`src/rtl/dcache_port_arbiter_if.sv`:
```
// Bundle of requester handshakes (ports 0 and 1) and the single-port cache bus.
// The slave modport is the arbiter's view; master is the surrounding system.
interface dcache_port_arbiter_if #(
    parameter int DATA_WIDTH = 32,
    parameter int ADDR_WIDTH = 32
);
    logic                  p0_req_valid;
    logic                  p0_req_ready;
    logic                  p0_req_write;
    logic [ADDR_WIDTH-1:0] p0_req_addr;
    logic [3:0]            p0_req_byte_en;
    logic [DATA_WIDTH-1:0] p0_req_wdata;
    logic                  p0_rsp_valid;
    logic [DATA_WIDTH-1:0] p0_rsp_rdata;
    logic                  p0_rsp_error;

    logic                  p1_req_valid;
    logic                  p1_req_ready;
    logic                  p1_req_write;
    logic [ADDR_WIDTH-1:0] p1_req_addr;
    logic [3:0]            p1_req_byte_en;
    logic [DATA_WIDTH-1:0] p1_req_wdata;
    logic                  p1_rsp_valid;
    logic [DATA_WIDTH-1:0] p1_rsp_rdata;
    logic                  p1_rsp_error;

    logic                  mem_enable;
    logic [3:0]            mem_byte_enable;
    logic [ADDR_WIDTH-1:0] mem_address;
    logic [DATA_WIDTH-1:0] mem_write_data;
    logic [DATA_WIDTH-1:0] mem_read_data;

    modport slave (
        input  p0_req_valid, p0_req_write, p0_req_addr, p0_req_byte_en, p0_req_wdata,
        output p0_req_ready, p0_rsp_valid, p0_rsp_rdata, p0_rsp_error,
        input  p1_req_valid, p1_req_write, p1_req_addr, p1_req_byte_en, p1_req_wdata,
        output p1_req_ready, p1_rsp_valid, p1_rsp_rdata, p1_rsp_error,
        output mem_enable, mem_byte_enable, mem_address, mem_write_data,
        input  mem_read_data
    );

    modport master (
        output p0_req_valid, p0_req_write, p0_req_addr, p0_req_byte_en, p0_req_wdata,
        input  p0_req_ready, p0_rsp_valid, p0_rsp_rdata, p0_rsp_error,
        output p1_req_valid, p1_req_write, p1_req_addr, p1_req_byte_en, p1_req_wdata,
        input  p1_req_ready, p1_rsp_valid, p1_rsp_rdata, p1_rsp_error,
        input  mem_enable, mem_byte_enable, mem_address, mem_write_data,
        output mem_read_data
    );
endinterface

```
`src/rtl/dcache_port_arbiter.sv`:
```
// Round-robin arbiter sharing a single-port data cache between two requesters,
// with range checking and a one-deep registered response stage.
module dcache_port_arbiter #(
    parameter int DATA_WIDTH = 32,
    parameter int DEPTH      = 16,
    parameter int ADDR_WIDTH = 32
) (
    input  logic                  clk,
    input  logic                  reset_n,
    dcache_port_arbiter_if.slave  bus
);
    localparam logic [ADDR_WIDTH-1:0] MAX_ADDR = ADDR_WIDTH'(DEPTH * 4 - 4);

    // Pointer names the port that wins the next tie.
    typedef enum logic {PTR_P0, PTR_P1} ptr_t;

    ptr_t                  ptr_q, ptr_d;
    logic                  gnt0, gnt1, gnt_any, in_range;
    logic                  sel_write;
    logic [ADDR_WIDTH-1:0] sel_addr;
    logic [3:0]            sel_be;
    logic [DATA_WIDTH-1:0] sel_wdata;

    logic                  mem_en_d;
    logic [3:0]            mem_be_d;
    logic [ADDR_WIDTH-1:0] mem_addr_d, addr_q;
    logic [DATA_WIDTH-1:0] mem_wdata_d, wdata_q;

    logic                  rsp_valid_q, rsp_port_q, rsp_err_q, rsp_read_q;

    always_comb begin
        gnt0        = 1'b0;
        gnt1        = 1'b0;
        ptr_d       = ptr_q;
        sel_write   = 1'b0;
        sel_addr    = '0;
        sel_be      = '0;
        sel_wdata   = '0;
        in_range    = 1'b0;
        mem_en_d    = 1'b0;
        mem_be_d    = '0;
        mem_addr_d  = addr_q;
        mem_wdata_d = wdata_q;

        // No grants while reset is held so nothing reaches the cache.
        if (reset_n) begin
            if (bus.p0_req_valid && (!bus.p1_req_valid || ptr_q == PTR_P0))
                gnt0 = 1'b1;
            else if (bus.p1_req_valid)
                gnt1 = 1'b1;
        end

        if (gnt1) begin
            sel_write = bus.p1_req_write;
            sel_addr  = bus.p1_req_addr;
            sel_be    = bus.p1_req_byte_en;
            sel_wdata = bus.p1_req_wdata;
        end else begin
            sel_write = bus.p0_req_write;
            sel_addr  = bus.p0_req_addr;
            sel_be    = bus.p0_req_byte_en;
            sel_wdata = bus.p0_req_wdata;
        end

        in_range = (sel_addr <= MAX_ADDR);

        if (gnt0)
            ptr_d = PTR_P1;
        else if (gnt1)
            ptr_d = PTR_P0;

        if (gnt0 || gnt1) begin
            mem_addr_d = in_range ? sel_addr : '0;
            if (in_range && sel_write) begin
                mem_en_d    = 1'b1;
                mem_be_d    = sel_be;
                mem_wdata_d = sel_wdata;
            end
        end
    end

    assign gnt_any = gnt0 || gnt1;

    assign bus.p0_req_ready    = gnt0;
    assign bus.p1_req_ready    = gnt1;
    assign bus.mem_enable      = mem_en_d;
    assign bus.mem_byte_enable = mem_be_d;
    assign bus.mem_address     = mem_addr_d;
    assign bus.mem_write_data  = mem_wdata_d;

    always_ff @(posedge clk or negedge reset_n) begin
        if (!reset_n) begin
            ptr_q       <= PTR_P0;
            addr_q      <= '0;
            wdata_q     <= '0;
            rsp_valid_q <= 1'b0;
            rsp_port_q  <= 1'b0;
            rsp_err_q   <= 1'b0;
            rsp_read_q  <= 1'b0;
        end else begin
            ptr_q       <= ptr_d;
            addr_q      <= mem_addr_d;
            wdata_q     <= mem_wdata_d;
            rsp_valid_q <= gnt_any;
            rsp_port_q  <= gnt1;
            rsp_err_q   <= gnt_any && !in_range;
            rsp_read_q  <= gnt_any && in_range && !sel_write;
        end
    end

    // Cache read data arrives registered, aligned with the response stage.
    assign bus.p0_rsp_valid = rsp_valid_q && !rsp_port_q;
    assign bus.p0_rsp_error = rsp_valid_q && !rsp_port_q && rsp_err_q;
    assign bus.p0_rsp_rdata = (rsp_valid_q && !rsp_port_q && rsp_read_q) ? bus.mem_read_data : '0;
    assign bus.p1_rsp_valid = rsp_valid_q && rsp_port_q;
    assign bus.p1_rsp_error = rsp_valid_q && rsp_port_q && rsp_err_q;
    assign bus.p1_rsp_rdata = (rsp_valid_q && rsp_port_q && rsp_read_q) ? bus.mem_read_data : '0;
endmodule

```
`src/flat_wrapper.sv`:
```
// flat-port wrapper written by rule: the top's interface ports become plain ports
module dcache_port_arbiter_flat 
#(
    parameter int DATA_WIDTH = 32,
    parameter int DEPTH      = 16,
    parameter int ADDR_WIDTH = 32
)
  (clk, reset_n, bus_p0_req_valid, bus_p0_req_write, bus_p0_req_addr, bus_p0_req_byte_en, bus_p0_req_wdata, bus_p0_req_ready, bus_p0_rsp_valid, bus_p0_rsp_rdata, bus_p0_rsp_error, bus_p1_req_valid, bus_p1_req_write, bus_p1_req_addr, bus_p1_req_byte_en, bus_p1_req_wdata, bus_p1_req_ready, bus_p1_rsp_valid, bus_p1_rsp_rdata, bus_p1_rsp_error, bus_mem_enable, bus_mem_byte_enable, bus_mem_address, bus_mem_write_data, bus_mem_read_data);
  dcache_port_arbiter_if #(.DATA_WIDTH(DATA_WIDTH), .ADDR_WIDTH(ADDR_WIDTH)) bus_i ();
  input  logic clk;
  input  logic reset_n;
  input wire logic [$bits(bus_i.p0_req_valid)-1:0] bus_p0_req_valid;
  input wire logic [$bits(bus_i.p0_req_write)-1:0] bus_p0_req_write;
  input wire logic [$bits(bus_i.p0_req_addr)-1:0] bus_p0_req_addr;
  input wire logic [$bits(bus_i.p0_req_byte_en)-1:0] bus_p0_req_byte_en;
  input wire logic [$bits(bus_i.p0_req_wdata)-1:0] bus_p0_req_wdata;
  output wire logic [$bits(bus_i.p0_req_ready)-1:0] bus_p0_req_ready;
  output wire logic [$bits(bus_i.p0_rsp_valid)-1:0] bus_p0_rsp_valid;
  output wire logic [$bits(bus_i.p0_rsp_rdata)-1:0] bus_p0_rsp_rdata;
  output wire logic [$bits(bus_i.p0_rsp_error)-1:0] bus_p0_rsp_error;
  input wire logic [$bits(bus_i.p1_req_valid)-1:0] bus_p1_req_valid;
  input wire logic [$bits(bus_i.p1_req_write)-1:0] bus_p1_req_write;
  input wire logic [$bits(bus_i.p1_req_addr)-1:0] bus_p1_req_addr;
  input wire logic [$bits(bus_i.p1_req_byte_en)-1:0] bus_p1_req_byte_en;
  input wire logic [$bits(bus_i.p1_req_wdata)-1:0] bus_p1_req_wdata;
  output wire logic [$bits(bus_i.p1_req_ready)-1:0] bus_p1_req_ready;
  output wire logic [$bits(bus_i.p1_rsp_valid)-1:0] bus_p1_rsp_valid;
  output wire logic [$bits(bus_i.p1_rsp_rdata)-1:0] bus_p1_rsp_rdata;
  output wire logic [$bits(bus_i.p1_rsp_error)-1:0] bus_p1_rsp_error;
  output wire logic [$bits(bus_i.mem_enable)-1:0] bus_mem_enable;
  output wire logic [$bits(bus_i.mem_byte_enable)-1:0] bus_mem_byte_enable;
  output wire logic [$bits(bus_i.mem_address)-1:0] bus_mem_address;
  output wire logic [$bits(bus_i.mem_write_data)-1:0] bus_mem_write_data;
  input wire logic [$bits(bus_i.mem_read_data)-1:0] bus_mem_read_data;
  assign bus_i.p0_req_valid = bus_p0_req_valid;
  assign bus_i.p0_req_write = bus_p0_req_write;
  assign bus_i.p0_req_addr = bus_p0_req_addr;
  assign bus_i.p0_req_byte_en = bus_p0_req_byte_en;
  assign bus_i.p0_req_wdata = bus_p0_req_wdata;
  assign bus_p0_req_ready = bus_i.p0_req_ready;
  assign bus_p0_rsp_valid = bus_i.p0_rsp_valid;
  assign bus_p0_rsp_rdata = bus_i.p0_rsp_rdata;
  assign bus_p0_rsp_error = bus_i.p0_rsp_error;
  assign bus_i.p1_req_valid = bus_p1_req_valid;
  assign bus_i.p1_req_write = bus_p1_req_write;
  assign bus_i.p1_req_addr = bus_p1_req_addr;
  assign bus_i.p1_req_byte_en = bus_p1_req_byte_en;
  assign bus_i.p1_req_wdata = bus_p1_req_wdata;
  assign bus_p1_req_ready = bus_i.p1_req_ready;
  assign bus_p1_rsp_valid = bus_i.p1_rsp_valid;
  assign bus_p1_rsp_rdata = bus_i.p1_rsp_rdata;
  assign bus_p1_rsp_error = bus_i.p1_rsp_error;
  assign bus_mem_enable = bus_i.mem_enable;
  assign bus_mem_byte_enable = bus_i.mem_byte_enable;
  assign bus_mem_address = bus_i.mem_address;
  assign bus_mem_write_data = bus_i.mem_write_data;
  assign bus_i.mem_read_data = bus_mem_read_data;
  dcache_port_arbiter #(.DATA_WIDTH(DATA_WIDTH), .DEPTH(DEPTH), .ADDR_WIDTH(ADDR_WIDTH)) u_core (.clk(clk), .reset_n(reset_n), .bus(bus_i));
endmodule
```
`config.mk`:
```
export PLATFORM = sky130hd
export DESIGN_NAME = dcache_port_arbiter_flat
export DESIGN_NICKNAME = d
export VERILOG_FILES = /design/src/rtl/dcache_port_arbiter_if.sv /design/src/rtl/dcache_port_arbiter.sv /design/src/flat_wrapper.sv
export SDC_FILE = /design/constraint.sdc
export NUM_CORES = 1
export LEC_CHECK = 0
export CAP_MARGIN = 5
export CORE_AREA = 4 4 119 121
export CTS_CLUSTER_DIAMETER = 30
export DETAILED_ROUTE_END_ITERATION = 8
export DIE_AREA = 0 0 123 125
export GPL_ROUTABILITY_DRIVEN = 0
export PLACE_DENSITY = 0.79
export SYNTH_ARGS = -nofsm -noshare
export SYNTH_HDL_FRONTEND = slang
export SYNTH_SLANG_ARGS = --single-unit
```
`constraint.sdc`:
```
create_clock -name clk -period 2.7 [get_ports clk]
set_input_delay 0.405 -clock clk [delete_from_list [all_inputs] [get_ports clk]]
set_output_delay 0.405 -clock clk [all_outputs]
set_load 0.05 [all_outputs]
```
==> qor.yml <==
yosys:
  ys_types: 34
  synth.largest_area_cell: "dfrtp_1"
  yosys_warnings: 0
  synth.avg_cell_area_um2: 9.29
  synthDominantCellAreaShare_pct: 47.1
  synth.area.top_cells: "dfrtp_1, nand2_1, and2_1, mux2_1, and3_1"
  part_of_the_yosys_area_used_for_sequential_elements_pct: 47.1
  postSynthCellCount: 395
  postSynthRegisterBits: 69
  syn_nets: 569
  post_synth_instance_area_um2: 3670
placed_design:
  hpwl_dp_mm: 13.8
  post_dp_cell_area_um2: 7830
  io_buffer_count: 312
sta:
  fin_worst_hold_slack_ns: 0.414
  finalMaxSlewViolations: 0
  layout_min_cycle_time_ns: 2.91
  final.setup.worst_slack_ns: -0.207
  timing.max_slew.rel_slack_pct: 37.0
  worstMarginPinSlew_ns: 0.946
  rsz_0062_raised_after_global_routing: "yes"
  final_min_period_over_clock_period_pct: 108
  finalSetupTns_ns: -5.57
  hold_viol_final: 0
  clock_skew_ns: 0.00770
  timing.final.setup_violations: 36
  fmax_ghz: 0.344
clocking:
  root_buffer: "clkbuf_16"
  tritoncts: "built"
  cts.sinks: 69
  clock_tree.buffer_depth: 2
  htreeDepth: 3
  worst_setup_hold_path_clk_slew_ns: 0.06
  cts-buffers-inserted: 9
  clock_insertion_delay_worst_skew_ns: 0.34
worst_setup_path:
  setup.worst_path.start_class: "primary input"
  cp-end-kind: "output port"
  cells_traversed_along_the_worst_timing_path: "clkdlybuf4s50_1 > nand4_1 > nor4_2 > a21oi_1 > and4b_2 > buf_12 > buf_16 > mux2_4 > buf_8"
  timing.critical_path.required_ns: 2.30
  critical_path_arrival_ns: 2.50
  crit_path_max_incr_delay_ns: 0.48
  timing_worst_setup_path_type: "primary input to output port"
  crit_fanout: 8
  crit_path_top_delay_cell: "clkdlybuf4s50_1"
drt:
  viasPerCell: 4.75
  drt_first_pass_iters: 4
  routed_wire_length_per_instance_um: 20.3
  drt_iter0_drc: 164
  drc_errors: 0
  wl_mm: 18.8
  drtAntennaViolNets: 0
  via_count: 4406
die:
  num_rows: 42
  die_x_um: 123
  dieArea_um2: 15400
  die_y_um: 125
  floorplan.initialDensity_pct: 28.0
  floorplan.core_area_um2: 13100
  io-pin-count: 313
layout:
  sequential_cell_area_um2: 1730
  most-common-layout-cells: "clkdlybuf4s50_1, nand2_1, buf_12"
  multiInputGateArea_um2: 2170
  antennaDiodeCount: 0
  num-fill-cells: 912
  layout.nets: 920
  layout_commonest_cell: "clkdlybuf4s50_1"
  syn_to_final_growth_pct: 144
  finish.instance_area_um2: 8960
  post_route_cells_drive_above_1_share_pct: 36.6
power:
  cellLeakagePower_nw: 4.31
  power.density_nw_per_um2: 335
  ir_worst_vdd_mv: 0.459
run_status:
  failed_checks: "setup timing"
  outcome: "complete, but fails checks"
grt:
  initial_antenna_violation_count: 0
  grt-ovfl-total: 0
  largest_net_degree_at_the_start_of_global_routing: 71
  grt_pass1_vias: 4773
  track_usage_pct: 23.1
  grt_first_pass_wirelength_mm: 27.1
min_path:
  worstHoldPathType: "primary input to asynchronous set/reset pin"
job:
  drv.max_cap_violation_count: 0
==> per-layer routing <==
layer / GRT usage [%] / share of wire (%) / up-vias
met2: 42.0 / 52 / 220
met1: 24.2 / 36 / 2108
met3: 8.08 / 8.5 / 48
li1: - / - / 2030
met5: 0 / 0 / -
met4: 8.79 / 3.8 / 0
==> cells in the mapped netlist, drive strengths merged <==
cell / n
and2: 60
a2111oi: 4
o31ai: 7
or4: 1
dfrtp: 69
o2111ai: 1
nand4: 4
mux2i: 7
a31oi: 1
a21oi: 2
nand2: 114
nor3b: 1
nor3: 1
o21ai: 3
and4b: 1
o21a: 1
clkbuf: 20
nand3: 1
or2: 1
nor2b: 2
buf: 7
nor4: 13
nor2: 6
inv: 2
and3: 34
mux2: 32
==> critical path, delay by kind of cell <==
family	cells	cell delay, ns
AOI/OAI and AO/OA	1	0.10
buffers and inverters	4	0.94
muxes	1	0.33
and+or+nand+nor	3	0.72
==> worst paths after layout <==
| kind | from | to | cells after the start | slack (ns) |
|---|---|---|---|---|
| setup / recovery | bus_p1_req_addr[4] | bus_mem_write_data[14] | 9 | -0.21 |
| hold / removal | reset_n | u_core.rsp_err_q$_DFF_PN0_ | 3 | 0.41 |
| max in group asynchronous | reset_n | u_core.ptr_q$_DFFE_PN0N_ | 3 | 1.56 |
| hold reg to reg | u_core.addr_q[22]$_DFF_PN0_ | u_core.addr_q[22]$_DFF_PN0_ | 1 | 0.48 |
| min in group clk | u_core.addr_q[22]$_DFF_PN0_ | u_core.addr_q[22]$_DFF_PN0_ | 1 | 0.48 |
| setup reg to reg | u_core.ptr_q$_DFFE_PN0N_ | u_core.wdata_q[28]$_DFF_PN0_ | 8 | 0.49 |
==> flip-flops by register name (all words and copies together) (netlist names) <==
register	cells
u_core.addr_q	32
u_core.ptr_q	1
u_core.rsp_err_q	1
u_core.rsp_port_q	1
u_core.rsp_read_q	1
u_core.rsp_valid_q	1
u_core.wdata_q	32
==> where the power goes <==
part           total [W]  switching [W]  internal, W
Clock            0.00142       0.000480     0.000936
Combinational   0.000540       0.000230     0.000310
Sequential       0.00105     0.00000658      0.00104
==> cell type report <==
cell class	instances	share of cell area [%]
sequential	69	19.3
tap	176	2.46
clock inverter	6	1.30
timing repair buffer	367	50.0
multi-input combinational	297	24.2
inverter	2	0.112
clock buffer	10	2.67
==> per-stage QoR <==
step,utilization (%),power [W],setup WS (ns),cells
5_1_grt,68.5,0.00311,-0.324,927
2_1_floorplan,-,0.00120,-0.388,395
3_5_place_dp,59.8,0.00157,-0.486,885
3_3_place_gp,59.8,0.00155,-0.437,885
4_1_cts,66.0,0.00299,-0.317,912
6_report,68.5,0.00300,-0.207,927
==> cells by family (layout without fill, tap and decap cells) <==
group                  after synthesis  count (layout)  synth area share (%)
buffers and inverters               29             385                  4.16
muxes                               39              39                  11.7
and+or+nand+nor                    239             239                  32.8
AOI/OAI and AO/OA                   19              19                  4.23
DFF                                 69              69                  47.1
==> what timing repair did <==
item | in CTS | in global routing
endpoints found under the hold margin | 0 | 0
setup buffers | 7 | 16
pin swaps | 17 | 14
gates cloned | 4 | 0
endpoints found under the setup margin | 43 | 42
hold buffers | 0 | 0
resized for setup | 147 | 53
Note: power is estimated with default switching activity, not from simulation.
